<file path="src/rtl/instr_sequencer.sv">
`default_nettype none
// ============================================================================
//  Module      : instr_sequencer
//  Description : Moore FSM that sequences fetch / decode / execute for the
//                16-bit CPU. Drives the PC/RAM/IR unit and the register-file
//                / ALU datapath control strobes. Outputs are a pure function
//                of the current state; IR only steers the next state.
//  Revision    : 1.0 - initial release
// ----------------------------------------------------------------------------
//  Ports
//    clk                      in   rising-edge clock
//    reset                    in   asynchronous reset, active low
//    IR[15:0]                 in   opc[15:13] op[12:11] Rn[10:8] Rd[7:5] Rm[2:0]
//    incp                     out  PC <= PC + 1
//    execb                    out  evaluate branch condition, take if true
//    msel                     out  1: RAM address = C[7:0], 0: RAM address = PC
//    mwrite                   out  RAM write strobe
//    loadir                   out  IR <= mdata
//    loada/loadb/loadc/loads  out  datapath register enables (loads = status)
//    asel                     out  ALU A input forced to zero
//    bsel                     out  ALU B input = sximm5
//    write                    out  register-file write
//    nsel[2:0]                out  one-hot register select: 001 Rn, 010 Rd, 100 Rm
//    vsel[1:0]                out  writeback source: 00 C, 01 sximm8, 10 mdata, 11 PC
//    halted                   out  high while in HALT
// ============================================================================
module instr_sequencer #(
  parameter int unsigned RAM_LAT    = 1,    // RAM read latency, 1..3
  parameter bit          UNDEF_HALT = 1'b1  // undefined opcode halts when set
) (
  input  logic        clk,
  input  logic        reset,
  input  logic [15:0] IR,
  output logic        incp,
  output logic        execb,
  output logic        msel,
  output logic        mwrite,
  output logic        loadir,
  output logic        loada,
  output logic        loadb,
  output logic        loadc,
  output logic        loads,
  output logic        asel,
  output logic        bsel,
  output logic        write,
  output logic [2:0]  nsel,
  output logic [1:0]  vsel,
  output logic        halted
);

  localparam logic [4:0] F_ADDR   = 5'd0;
  localparam logic [4:0] F_WAIT   = 5'd1;
  localparam logic [4:0] F_LOAD   = 5'd2;
  localparam logic [4:0] DECODE   = 5'd3;
  localparam logic [4:0] W_IMM    = 5'd4;
  localparam logic [4:0] GET_A    = 5'd5;
  localparam logic [4:0] GET_B    = 5'd6;
  localparam logic [4:0] EXEC     = 5'd7;
  localparam logic [4:0] EXEC_CMP = 5'd8;
  localparam logic [4:0] EXEC_MVN = 5'd9;
  localparam logic [4:0] W_REG    = 5'd10;
  localparam logic [4:0] ADDR     = 5'd11;
  localparam logic [4:0] M_RD     = 5'd12;
  localparam logic [4:0] M_WAIT   = 5'd13;
  localparam logic [4:0] W_MEM    = 5'd14;
  localparam logic [4:0] GET_D    = 5'd15;
  localparam logic [4:0] M_WR     = 5'd16;
  localparam logic [4:0] BRANCH   = 5'd17;
  localparam logic [4:0] HALT     = 5'd18;

  // The wait counter starts at 0 on entry, so the last wait cycle has
  // count RAM_LAT-2. With RAM_LAT=1 the wait states are never entered.
  localparam bit         HAS_WAIT  = (RAM_LAT > 1);
  localparam logic [1:0] WAIT_LAST = HAS_WAIT ? 2'(RAM_LAT - 2) : 2'd0;

  logic [4:0] state_q, state_d;
  logic [1:0] wcnt_q,  wcnt_d;

  logic [2:0] opc;
  logic [1:0] op;
  logic       unused_ir;

  assign opc       = IR[15:13];
  assign op        = IR[12:11];
  assign unused_ir = ^IR[10:0];

  always_ff @(posedge clk or negedge reset) begin
    if (!reset) begin
      state_q <= F_ADDR;
      wcnt_q  <= 2'd0;
    end else begin
      state_q <= state_d;
      wcnt_q  <= wcnt_d;
    end
  end

  // Next-state logic. IR is held stable by the datapath for the whole
  // instruction, so later phases may look at it again to pick a branch.
  always_comb begin
    state_d = state_q;
    wcnt_d  = wcnt_q;
    case (state_q)
      F_ADDR: begin
        wcnt_d  = 2'd0;
        state_d = HAS_WAIT ? F_WAIT : F_LOAD;
      end
      F_WAIT: begin
        if (wcnt_q == WAIT_LAST) state_d = F_LOAD;
        else                     wcnt_d  = wcnt_q + 2'd1;
      end
      F_LOAD: state_d = DECODE;
      DECODE: begin
        case (opc)
          3'b110:  state_d = W_IMM;
          3'b101:  state_d = GET_A;
          3'b011:  state_d = GET_A;
          3'b100:  state_d = GET_A;
          3'b001:  state_d = BRANCH;
          3'b111:  state_d = HALT;
          default: state_d = UNDEF_HALT ? HALT : F_ADDR;
        endcase
      end
      W_IMM: state_d = F_ADDR;
      GET_A: state_d = (opc == 3'b101) ? GET_B : ADDR;
      // CMP and MVN get their own execute states so the status load and
      // the A-input override stay decoded from state alone.
      GET_B: begin
        case (op)
          2'b01:   state_d = EXEC_CMP;
          2'b11:   state_d = EXEC_MVN;
          default: state_d = EXEC;
        endcase
      end
      EXEC:     state_d = W_REG;
      EXEC_MVN: state_d = W_REG;
      EXEC_CMP: state_d = F_ADDR;
      W_REG:    state_d = F_ADDR;
      ADDR:     state_d = (opc == 3'b011) ? M_RD : GET_D;
      M_RD: begin
        wcnt_d  = 2'd0;
        state_d = HAS_WAIT ? M_WAIT : W_MEM;
      end
      M_WAIT: begin
        if (wcnt_q == WAIT_LAST) state_d = W_MEM;
        else                     wcnt_d  = wcnt_q + 2'd1;
      end
      W_MEM:  state_d = F_ADDR;
      GET_D:  state_d = M_WR;
      M_WR:   state_d = F_ADDR;
      BRANCH: state_d = F_ADDR;
      HALT:   state_d = HALT;
      default: state_d = F_ADDR;
    endcase
  end

  // Moore output decode: everything defaults low.
  always_comb begin
    incp   = 1'b0;
    execb  = 1'b0;
    msel   = 1'b0;
    mwrite = 1'b0;
    loadir = 1'b0;
    loada  = 1'b0;
    loadb  = 1'b0;
    loadc  = 1'b0;
    loads  = 1'b0;
    asel   = 1'b0;
    bsel   = 1'b0;
    write  = 1'b0;
    nsel   = 3'b000;
    vsel   = 2'b00;
    halted = 1'b0;
    case (state_q)
      F_LOAD: begin
        loadir = 1'b1;
        incp   = 1'b1;
      end
      W_IMM: begin
        write = 1'b1;
        nsel  = 3'b001;
        vsel  = 2'b01;
      end
      GET_A: begin
        loada = 1'b1;
        nsel  = 3'b001;
      end
      GET_B: begin
        loadb = 1'b1;
        nsel  = 3'b100;
      end
      EXEC:     loadc = 1'b1;
      EXEC_CMP: begin
        loadc = 1'b1;
        loads = 1'b1;
      end
      EXEC_MVN: begin
        loadc = 1'b1;
        asel  = 1'b1;
      end
      W_REG: begin
        write = 1'b1;
        nsel  = 3'b010;
      end
      ADDR: begin
        bsel  = 1'b1;
        loadc = 1'b1;
      end
      M_RD:   msel = 1'b1;
      M_WAIT: msel = 1'b1;
      W_MEM: begin
        msel  = 1'b1;
        write = 1'b1;
        vsel  = 2'b10;
        nsel  = 3'b010;
      end
      GET_D: begin
        loadb = 1'b1;
        nsel  = 3'b010;
      end
      M_WR: begin
        msel   = 1'b1;
        mwrite = 1'b1;
      end
      BRANCH: execb  = 1'b1;
      HALT:   halted = 1'b1;
      default: ;
    endcase
  end

endmodule
`default_nettype wire

</file>
<file path="config.mk">
export PLATFORM = sky130hd
export DESIGN_NAME = instr_sequencer
export DESIGN_NICKNAME = d
export VERILOG_FILES = /design/src/rtl/instr_sequencer.sv
export SDC_FILE = /design/constraint.sdc
export NUM_CORES = 1
export LEC_CHECK = 0
export BUFFER_PORTS_ARGS = -buffer_cell sky130_fd_sc_hd__buf_2
export CELL_PAD_IN_SITES_DETAIL_PLACEMENT = 1
export CELL_PAD_IN_SITES_GLOBAL_PLACEMENT = 1
export CORE_MARGIN = 4
export CORE_UTILIZATION = 36
export CTS_BUF_LIST = sky130_fd_sc_hd__clkbuf_4 sky130_fd_sc_hd__clkbuf_8
export CTS_CLUSTER_SIZE = 14
export DETAILED_ROUTE_END_ITERATION = 10
export PLACE_DENSITY_LB_ADDON = 0.1
export SLEW_MARGIN = 10
export SYNTH_ARGS = -nofsm -noshare
export SYNTH_HDL_FRONTEND = slang
export SYNTH_SLANG_ARGS = --single-unit
</file>
<file path="constraint.sdc">
create_clock -name clk -period 4.75 [get_ports clk]
set_clock_uncertainty 0.15 [all_clocks]
set_input_delay 0.475 -clock clk [delete_from_list [all_inputs] [get_ports clk]]
set_output_delay 0.475 -clock clk [all_outputs]
set_load 0.01 [all_outputs]
</file>
# Word level (Yosys, flattened, before mapping)
# Index checks and enable logic that the tools add are counted.
[word_totals]
reg_bits = 7
latchBits = 0
inputBits = 18
wordCells = 69
mem_bits_rw = 0
memories = 0
out_inout_bits = 18
rom_bits = 0
[op_classes]
mux = 23
eq_ne = 28
bitwise = 0
n_addsub = 1
div_mod_pow = 0
shifts = 0
multipliers = 0
reduce_logical = 15
order_cmp = 0
[ops]
columns = ["cell", "count"]
rows = [
  ["one-hot mux 5 bit (12 select lines)", 1],
  ["== test 5 x 4 -> 1 bit (second input constant)", 8],
  ["== test 5 x 3 -> 1 bit (second input constant)", 4],
  ["== test 5 bit (second input constant)", 3],
  ["one-hot mux 5 bit (3 select lines)", 1],
  ["2-to-1 mux 1 bit", 12],
  ["== test 5 x 2 -> 1 bit (second input constant)", 2],
  ["2-to-1 mux 5 bit", 2],
  ["OR reduction 2 bit", 5],
  ["== test 3 bit (second input constant)", 3],
  ["one-hot mux 3 bit (3 select lines)", 1],
  ["OR reduction 3 bit", 3],
  ["one-hot mux 2 bit (2 select lines)", 2],
  ["one-hot mux 4 bit (2 select lines)", 1],
  ["OR reduction 4 bit", 2],
  ["!= test 2 bit (second input constant)", 3],
  ["== test 5 x 1 -> 1 bit (second input constant)", 1],
  ["zero test 5 bit", 1],
  ["2-to-1 mux 2 bit", 2],
  ["2-to-1 mux 4 bit", 1],
  ["AND reduction 2 bit", 2],
  ["== test 3 x 1 -> 1 bit (second input constant)", 1],
  ["== test 3 x 2 -> 1 bit (second input constant)", 1],
  ["adder 2 x 1 -> 2 bit (second input constant)", 1],
  ["4 further kinds", 4],
]

# Longest topological paths before layout
# Gate-level depths: netlist of the first run.
[logic_depth]
word_depth = 4
ltp_mapped = 6
ltp_nobuf = 6

# Worst setup path after synthesis of the first run
# Ideal clock, no wire load.
[synth_path]
path_type = "register to output"
startpoint = "register state_q[3]"
endpoint = "output loadir"
t_arrival_ns = 1.251
path_slack_ns = 2.874
required_ns = 4.125
n_path_buf = 3
path_stages_with_launch = 5
cell_sequence = "dfrtp_1 buf_6 clkbuf_1 nor3_1 buf_4"
[synth_via]
elab_chain_len = 2
[synth_rtl]
columns = ["element", "line_no", "rtl"]
rows = [
  ["from (decl)", "76", "logic [4:0] state_q, state_d;"],
  ["from (signal assigned)", "92", "state_q <= state_d;"],
  ["== test 5 x 2 -> 1 bit", "-", ""],
  ["2-to-1 mux 1 bit", "-", ""],
  ["to (decl)", "38", "output logic loadir,"],
]
# Every way passes these cells.

# Final worst setup path of the first run
[layout_path]
startpoint = "register state_q[1]"
endpoint = "output loadc"
[layout_via]
elab_chain_len = 3
word_cells_on_any_way = 6
cone_classes = "eq/ne (4); mux (1); reduce/logical (1)"
[layout_rtl]
columns = ["element", "line_no", "rtl"]
rows = [
  ["== test 5 x 4 -> 1 bit / == test 5 x 3 -> 1 bit (equally long branches)", "173", "case (state_q)"],
  ["OR reduction 4 bit (no line) (*)", "-", ""],
  ["2-to-1 mux 1 bit (*)", "173", ""],
  ["to (decl)", "41", "output logic loadc,"],
]
# Mark *: on every way between the ends. The rest lies on a longest branch, timed or not.

==> results of run 1 <==
## routing by layer
layer,track usage [%],vias to the layer above,routed length (µm)
li1,-,436,-
met1,22.2,421,1110
met4,10.2,0,66
met3,0.232,4,52
met2,25.7,14,1080
met5,0,-,0
## worst max-delay path by stage
stage | start | end | slack, ns
final | state_q[1] | loadc | 2.26
after global placement | state_q[1] | loadc | 2.51
after global routing | state_q[1] | loadc | 2.09
after CTS | state_q[1] | loadc | 2.23
after detailed placement | state_q[1] | loadc | 2.52
after floorplan | state_q[3] | loadir | 2.87
## cell type report
cell class / count / area, µm²
well taps: 28 / 35.0
fillers: 301 / 1240
clock buffers: 4 / 30.0
inverters: 5 / 18.8
flip-flops and latches: 7 / 175
repair buffers: 25 / 130
multi-input cells: 88 / 566
## flip-flops by register name, indices dropped and copies added, names as in the netlist
signal   count
state_q      5
wcnt_q       2
## cell families after synthesis
logic type | count (synthesis) | synth area share [%]
simple gates | 59 | 41.5
buf+inv | 17 | 10.6
flops | 7 | 21.1
xor+xnor | 3 | 3.17
compound gates | 23 | 19.5
fa+ha+maj | 1 | 1.51
mux | 2 | 2.57
## Yosys cell counts (2+ instances only)
| cell | number | area [µm²] |
|---|---|---|
| a21oi_1 | 7 | 35.0 |
| a22o_1 | 3 | 26.3 |
| and3_1 | 2 | 12.5 |
| buf_2 | 4 | 20.0 |
| buf_6 | 2 | 22.5 |
| clkbuf_1 | 4 | 15.0 |
| dfrtp_1 | 7 | 175 |
| inv_1 | 5 | 18.8 |
| nand2_1 | 8 | 30.0 |
| nand2b_1 | 5 | 31.3 |
| nand3_1 | 3 | 15.0 |
| nor2_1 | 9 | 33.8 |
| nor2b_1 | 7 | 43.8 |
| nor3_1 | 7 | 35.0 |
| nor4_1 | 3 | 18.8 |
| o21ai_0 | 4 | 20.0 |
| or2_2 | 2 | 12.5 |
| or4_1 | 3 | 22.5 |
| xor2_1 | 2 | 17.5 |
## worst max-delay path, stage by stage (launching register included)
cell	delay, ns
dfrtp_1	0.79
nand2_1	0.20
or2_2	0.33
a21oi_1	0.14
buf_2	0.15
## power breakdown
group / internal, mW / switching (mW)
combinational: 0.130 / 0.138
clock: 0.0378 / 0.0225
sequential: 0.0758 / 0.0917
==> summary.md, run 1 <==
| Metric | Value |
|---|---|
| Clk sinks | 7 |
| Synthesized area per cell | around 7.4 µm² |
| # port buffers | 24 |
| Total die area | 0.00313 mm² |
| CTS tree | built |
| Post-synthesis async set-or-reset flop share | 100% |
| Commonest non-fill, non-tap cell in the layout | buf_2 |
| Final Setup Violations | 0 |
| Worst Hold Depth | 2 |
| CP required | between 4 and 5 ns |
| Synth Net Count | 131 |
| GRT overflow | 0 |
| Clk_lat worst skew | ~0.25 ns |
| Outcome | finished clean |
| Post-route cell area | approximately 950 µm² |
| Std-Cell Rows | 17 |
| Flop-to-flop setup slack | 2.79 ns |
| Vias | about 880 |
| Vert. Die Dim | approximately 56 µm |
| Final core utilization | ~44% |
| Crit path kind | flop to output pin |
| Endpoints failing hold | 0 |
| Core Area | approximately 0.0022 mm² |
| RSZ-0062 raised after global routing | no |
| Sequential share of the synthesized area | a little over a fifth |
| Hold crit path type | primary input to flop |
| Share of cells above drive strength 1 | between 20% and 30% |
| DRC errors left | 0 |
| Measured slew at the worst slew-check pin | roughly 0.70 ns |
| Total Power | between 400 and 500 µW |
| Starting Density | ~38% |
| Most frequent cells in the layout | buf_2, nor2_1, nand2_1 |
| Synth Register Bits | 7 |
| Clock tree buffer depth | 2 |
| Max cap viols | 0 |
| Ys flop type | dfrtp_1 |
| Yosys synthesis warning count | 0 |
| Minimum clock period | about 2.5 ns |
| Fmax achieved | ~0.4 GHz |
| Setup TNS | 0 ns |
| Routed wire length per instance | ~15 µm |
| Max-slew violations | 0 |
| Number of flops mapped to enable cells by yosys | 0 |
| Nets | roughly 150 |
| Routed Antenna Nets | 0 |
| CTS buffer count | 3 |
| # IOs | 36 |
| Clock slew at reported path FFs | ~0.050 ns |
| Fin crit share | a little over half |
| Antenna violations before repair | 0 |
| Crit path capture type | output pin |
| Worst Setup Start Kind | flop |
| Pre-CTS setup slack | approximately 2.5 ns |
| Vias in the first global route | between 800 and 900 |
| GPL Wtd Cong | around 0.77 |
| Aggregate global-route resource usage | approximately 16% |
| # Post-CTS Setup Buffers | 0 |
| Initial detailed-routing violation count | 7 |
| Hold path startpoint | IR[11] |
| Detail Placement HPWL | 1.73 mm |
| Headroom to the max-slew limit | about 53% |
| Synth unique cells | 44 |
| Vias per inst | 5.57 |
| Hold Path End | state_q[3] |
| CTS root buffer | clkbuf_4 |
| Cells after synthesis | about 110 |
| CTS resizes | 0 |
| Drt total wl | about 2.3 mm |
| Static leakage | 0.468 nW |
| H-Tree Depth | 1 |
| Synthesized area | between 800 and 900 µm² |
| Hold_buf cts | 1 |
| RR Endpoint | state_q[0] |
| Smallest hold slack | approximately 0.36 ns |
| Placement Cell Area | ~910 µm² |
| VDD IR max | 0.220 mV |
| PD cells | roughly 520 mW/mm² |
| Cell count after placement | approximately 150 |
| Worst-path fanout max | 25 |
| WP data arrival | approximately 1.9 ns |
| FF-to-FF Start | state_q[0] |
| First-pass GRT wire length | 4.03 mm |
| R2r worst-path depth | 4 |
| Die width | 56.0 µm |
| First-pass iteration count of the detailed router | 3 |
| Fin cells | approximately 160 |
| Pin count of the biggest net entering global routing | 26 |
| Worst setup margin | roughly 2.3 ns |
| Area grow syn2layout | 15.3% |
| Antenna diode count | 0 |
Power figures use the tool's default switching activity.
==> run 2: changes to the inputs <==
- ABC_AREA: unset -> 1
- CORE_UTILIZATION: 36 -> 26
- clock period: 4.75 -> 2.2 ns (I/O delays scaled with it)
==> run 2 against run 1 <==
  * Design area fell by 12%
  * Register-to-register slack got worse by 2.1 ns
  * Utilization fell by 7.0 points
  * Critical path type unchanged
  * Critical endpoint is now nsel[1]
  * Global-route usage fell by 3.5 points
  * Clock power rose by 100%
  * Sequential share of layout area rose by 2.5 points
  * Power rose by 120%
  * Synthesized area fell by 21%
  * Sequential cell count did not move
==> summary.md, run 2 <==
| Metric | Value |
|---|---|
| Outcome | finished clean |
| Most flops, register | state_q |
| Cell count after placement | between 150 and 200 |
| Worst Setup Start Kind | flop |
| CTS resizes | 0 |
| Minimum clock period | between 1.5 and 2 ns |
| Fin cells | 167 |
| Max cap viols | 0 |
| Measured slew at the worst slew-check pin | approximately 0.32 ns |
| Switching power | slightly below 600 µW |
| Endpoints failing hold | 0 |
| Commonest non-fill, non-tap cell in the layout | nand2_1 |
| Fill count | 336 |
| Antenna violations before repair | 0 |
| Clock slew at reported path FFs | roughly 0.05 ns |
| Most frequent cells in the layout | nand2_1, buf_2, inv_1 |
| # IOs | 36 |
| Part of the power in registers | 24.3% |
| CTS tree | built |
| Biggest regs | state_q: 5 flops, wcnt_q: 2 flops |
| Die width | 58.1 µm |
| Detail Placement HPWL | 1.70 mm |
| Max reg flops | 5 |
| Vias in the first global route | 824 |
| Share of cells above drive strength 1 | roughly 30% |
| WP data arrival | roughly 1.5 ns |
| Synth Register Bits | 7 |
| VDD IR max | between 0.6 and 0.7 mV |
| Synthesized area per cell | just under 6 µm² |
| CTS root buffer | clkbuf_4 |
| Antenna diode count | 0 |
| # port buffers | 24 |
| Synthesized area | 652 µm² |
| Final core utilization | roughly 37% |
| Clk sinks | 7 |
| Flop-to-flop setup slack | 0.71 ns |
| Yosys synthesis warning count | 0 |
| Aggregate global-route resource usage | roughly 13% |
| Synth Net Count | 130 |
| Clk_lat worst skew | 0.24 ns |
| Worst-path fanout max | 9 |
| Vias per inst | approximately 4.6 |
| Area contributors post-synth | dfrtp_1, nand2_1, nand3_1, inv_1, nor2_1 |
| First-pass iteration count of the detailed router | 4 |
| # Post-CTS Setup Buffers | 0 |
| Ys flop type | dfrtp_1 |
| DRC errors left | 0 |
| Hold_buf cts | 1 |
| RSZ-0062 raised after global routing | no |
| Std-Cell Rows | 17 |
| Cells after synthesis | about 110 |
| Combinational Power Share | between 60% and 70% |
| Switch share | 54.0% |
| Headroom to the max-slew limit | between 70 and 80% |
| Clock tree buffer depth | 2 |
| Static leakage | between 0.5 and 0.6 nW |
| Hold crit path type | primary input to flop |
| Post-synthesis async set-or-reset flop share | 100% |
| Routed wire length per instance | 11.7 µm |
| Nets | 159 |
| PD cells | 1300 mW/mm² |
| Setup TNS | 0 ns |
| Placement Cell Area | about 800 µm² |
| Core Area | 0.00230 mm² |
| Worst setup margin | roughly 0.36 ns |
| Clock share of power | between 10% and 20% |
| Post-route cell area | 840 µm² |
| Fin crit share | between 80% and 90% |
| Synth unique cells | 22 |
| First-pass GRT wire length | approximately 3.5 mm |
| Routed Antenna Nets | 0 |
| Sequential share of the synthesized area | 26.9% |
| Area grow syn2layout | 28.8% |
| Total Power | about 1.1 mW |
| Pre-CTS setup slack | roughly 0.6 ns |
| Crit path kind | flop to output pin |
| GRT overflow | 0 |
| Synth area leader | dfrtp_1 |
| Max-slew violations | 0 |
| Vias | 760 |
| Vert. Die Dim | 58.1 µm |
| Initial detailed-routing violation count | 16 |
| Most common cell in the netlist | nand2_1 |
| Post-synth top cells | nand2_1, inv_1, nor2_1 |
| H-Tree Depth | 1 |
| CTS buffer count | 3 |
| Crit path capture type | output pin |
| Starting Density | between 20% and 30% |
| Pin count of the biggest net entering global routing | 10 |
| Fmax achieved | about 0.54 GHz |
| GPL Wtd Cong | about 0.77 |
| Total die area | ~0.0034 mm² |
| Drt total wl | 1.96 mm |
| Internal power | between 500 and 600 µW |
| Number of flops mapped to enable cells by yosys | 0 |
| Smallest hold slack | just under 0.08 ns |
| CP required | roughly 1.8 ns |
| Yosys top cell area share | 26.9% |
| Final Setup Violations | 0 |
run 2: changes by cell type in the layout (fill, tap and decap cells not counted), moves of 6 or more:
cell / before / now
nor3_1: 7 / 1
nand2_1: 8 / 31
nor2b_1: 7 / 0
nand3_1: 3 / 14
nor2_1: 9 / 15
a21oi_1: 7 / 1
inv_1: 5 / 18
run 2: power by group through the flow:
| stage | Sequential [mW] | Clock [mW] | Combinational [mW] |
|---|---|---|---|
| detailed placement | 0.266 | 0 | 0.708 |
| global placement | 0.264 | 0 | 0.704 |
| global route | 0.273 | 0.136 | 0.808 |
| CTS | 0.265 | 0.126 | 0.714 |
| floorplan | 0.243 | 0 | 0.524 |
| finish | 0.265 | 0.121 | 0.702 |
run 2: cells by family after synthesis:
kind of cell / after synthesis / share of synthesized area [%]
buffers and inverters: 25 / 15.2
DFF: 7 / 26.9
adders and majority gates: 1 / 1.92
AOI/OAI and AO/OA: 8 / 7.29
and+or+nand+nor: 70 / 48.8
run 2: final timing paths:
path,from,end,cells past startpoint
setup / recovery,state_q[4],nsel[1],8
hold / removal,IR[11],state_q[3],3
setup reg to reg,state_q[4],wcnt_q[0],8
hold reg to reg,wcnt_q[0],wcnt_q[0],1
max in group asynchronous,reset,wcnt_q[1],2
min in group asynchronous,reset,state_q[2],2
run 2: layer usage:
| metal | up-vias | track usage, % | routed length, µm | share of wire [%] |
|---|---|---|---|---|
| met1 | 338 | 17.3 | 942 | 48 |
| met3 | 0 | 1.56 | 107 | 5.5 |
| met4 | 0 | 3.97 | 0 | 0 |
| li1 | 399 | - | - | - |
| met2 | 23 | 21.6 | 910 | 46 |
| met5 | - | 0 | 0 | 0 |
run 2: area by class of cell:
cell class / count / area (µm²) / share of cell area (%)
inverters: 24 / 91.3 / 10.9
multi-input cells: 79 / 378 / 45.0
well taps: 28 / 35.0 / 4.17
clock buffers: 4 / 30.0 / 3.58
repair buffers: 25 / 130 / 15.5
flip-flops and latches: 7 / 175 / 20.9
run 2: worst max-delay path, cell delays in order (launching register included):
cell and delay [ns]:
dfrtp_1 0.40, inv_2 0.14, nand2_1 0.10, inv_1 0.09, nand2_1 0.11, nor2_1 0.11, inv_1 0.09, nand2_1 0.06
buf_2 0.12
==> run 3: changes to the inputs <==
- CORE_UTILIZATION: 26 -> 29
- clock period: 2.2 -> 1.72 ns (I/O delays scaled with it)
==> run 3 against run 2 <==
  * Design area increased by 13%
  * Hold slack got worse by 0.050 ns
  * Global-route usage increased by 1.3 points
  * Cell count increased by 5.4%
  * Utilization increased by 9.7 points
  * Die area decreased by 9.0%
  * Clock-buffer cell count unchanged
  * Wire length increased by 17%
  * Critical endpoint is now bsel
  * Largest cell class unchanged
==> summary.md, run 3 (synthesized netlist as in run 2, its figures left out) <==
| Metric | Value |
|---|---|
| Switch share | between 50% and 60% |
| Clock tree buffer depth | 2 |
| Minimum clock period | roughly 1.7 ns |
| Crit path capture type | output pin |
| VDD IR max | slightly above 1 mV |
| Cell count after placement | roughly 160 |
| Switching power | ~850 µW |
| Fill count | about 300 |
| Fmax achieved | roughly 0.60 GHz |
| Pin count of the biggest net entering global routing | 8 |
| H-Tree Depth | 1 |
| Die width | 55.4 µm |
| Fin crit share | a little over nine tenths |
| Max cap viols | 0 |
| Drt total wl | 2.28 mm |
| Share of cells above drive strength 1 | roughly two fifths |
| Initial detailed-routing violation count | 6 |
| First-pass GRT wire length | about 3.6 mm |
| Max reg flops | 5 |
| Biggest regs | state_q: 5 flops, wcnt_q: 2 flops |
| Combinational Power Share | 68.2% |
| Critical-path top delay cell | dfrtp_1 |
| Core Area | 0.00204 mm² |
| Final core utilization | 46.3% |
| RSZ-0062 raised after global routing | yes |
| DRC errors left | 0 |
| Measured slew at the worst slew-check pin | ~0.24 ns |
| Headroom to the max-slew limit | about 84% |
| GRT overflow | 0 |
| Fin cells | around 180 |
| PD cells | roughly 1700 mW/mm² |
| Vias in the first global route | a little over 800 |
| Worst Setup Start Kind | flop |
| First-pass iteration count of the detailed router | 4 |
| Clk sinks | 7 |
| WP data arrival | ~1.3 ns |
| Starting Density | between 30% and 40% |
| Internal power | between 700 and 800 µW |
| CP bufs+invs | 3 |
| Most flops, register | state_q |
| Static leakage | between 0.5 and 0.6 nW |
| Clock share of power | about a tenth |
| Routed wire length per instance | 13.0 µm |
| Vias | between 800 and 900 |
| Clk_lat worst skew | about 0.25 ns |
| Total die area | around 0.003 mm² |
| Antenna diode count | 0 |
| Std-Cell Rows | 16 |
| Antenna violations before repair | 0 |
| Max-slew violations | 0 |
| Routed Antenna Nets | 0 |
| Vert. Die Dim | approximately 55 µm |
| Aggregate global-route resource usage | 14.2% |
| Part of the power in registers | 21.7% |
| Crit path largest cell delay | ~0.4 ns |
| CTS buffer count | 3 |
| Crit path kind | flop to output pin |
| Most frequent cells in the layout | nand2_1, buf_2, inv_1 |
| Clock slew at reported path FFs | about 0.050 ns |
| Family with the most delay on the worst path | flip-flops |
| Commonest non-fill, non-tap cell in the layout | nand2_1 |
| CTS tree | built |
| CTS root buffer | clkbuf_4 |
| Final Setup Violations | 0 |
| Detail Placement HPWL | 1.78 mm |
| Worst-path cell chain | inv_2 > nand2_1 > nor2_2 > inv_1 > nor2_1 > buf_2 |
| # IOs | 36 |
| CP required | ~1.4 ns |
| Worst-path fanout max | 3 |
| Outcome | finished clean |
| # port buffers | 24 |
| Smallest hold slack | around 0.028 ns |
| Hold crit path type | primary input to flop |
| Area grow syn2layout | 44.9% |
| Total Power | around 1.6 mW |
| Endpoints failing hold | 0 |
| Nets | roughly 170 |
| GPL Wtd Cong | between 0.8 and 0.9 |
| Vias per inst | about 4.8 |
| Flop-to-flop setup slack | 0.13 ns |
run 3: cell count changes in the layout (fill, tap and decap cells not counted), sizes merged:
cell / change
buf: +10
run 3: final timing paths:
path / start / depth (start not counted) / to
setup / recovery: state_q[4] / 6 / bsel
hold / removal: IR[11] / 3 / state_q[3]
setup reg to reg: state_q[4] / 11 / state_q[1]
hold reg to reg: wcnt_q[0] / 1 / wcnt_q[0]
max in group asynchronous: reset / 2 / state_q[3]
min in group asynchronous: reset / 2 / wcnt_q[0]
run 3: layout make-up:
cell class	instances	area, µm²	share of cell area [%]
Clock buffer	4	30.0	3.18
Sequential cell	7	180	19.1
Inverter	24	91.3	9.67
Timing Repair Buffer	35	211	22.4
Tap cell	27	33.8	3.58
Multi-Input combinational cell	79	398	42.1
run 3: power groups by stage:
stage | Combinational, mW | Sequential, mW | Clock [mW]
after CTS | 0.972 | 0.336 | 0.169
after floorplan | 0.671 | 0.311 | 0
after global routing | 1.26 | 0.368 | 0.180
after detailed placement | 0.916 | 0.335 | 0
after global placement | 0.893 | 0.334 | 0
final | 1.12 | 0.358 | 0.167
run 3: what timing repair did:
item | 4_1_cts | 5_1_grt
pin swaps | 0 | 3
endpoints found under the hold margin | 7 | 0
setup buffers | 3 | 7
setup endpoints to repair | 6 | 15
gates resized for setup | 1 | 13
hold buffers | 1 | 0
run 3: through the flow:
step	setup TNS, ns	setup WS, ns	area, µm²
5_1_grt	-0.0506	-0.0250	945
4_1_cts	0	0.00589	862
2_1_floorplan	0	0.363	652
6_report	0	0.0563	945
3_5_place_dp	0	0.188	798
3_3_place_gp	0	0.212	798
run 3: worst register-to-register path, stage by stage (launching register included):
cell	delay, ns
dfrtp_1	0.41
inv_2	0.08
buf_4	0.13
nand2_2	0.06
nor2_4	0.15
buf_4	0.13
nand3_1	0.09
nand2_1	0.10
inv_1	0.06
nand3_1	0.08
nand2_1	0.05
inv_1	0.05
run 3: per-layer routing:
layer,GRT usage [%],vias to the layer above,routed length (µm)
met5,0,-,0
met3,3.03,4,147
li1,-,423,-
met2,25.0,30,1150
met1,16.9,386,956
met4,4.86,0,25
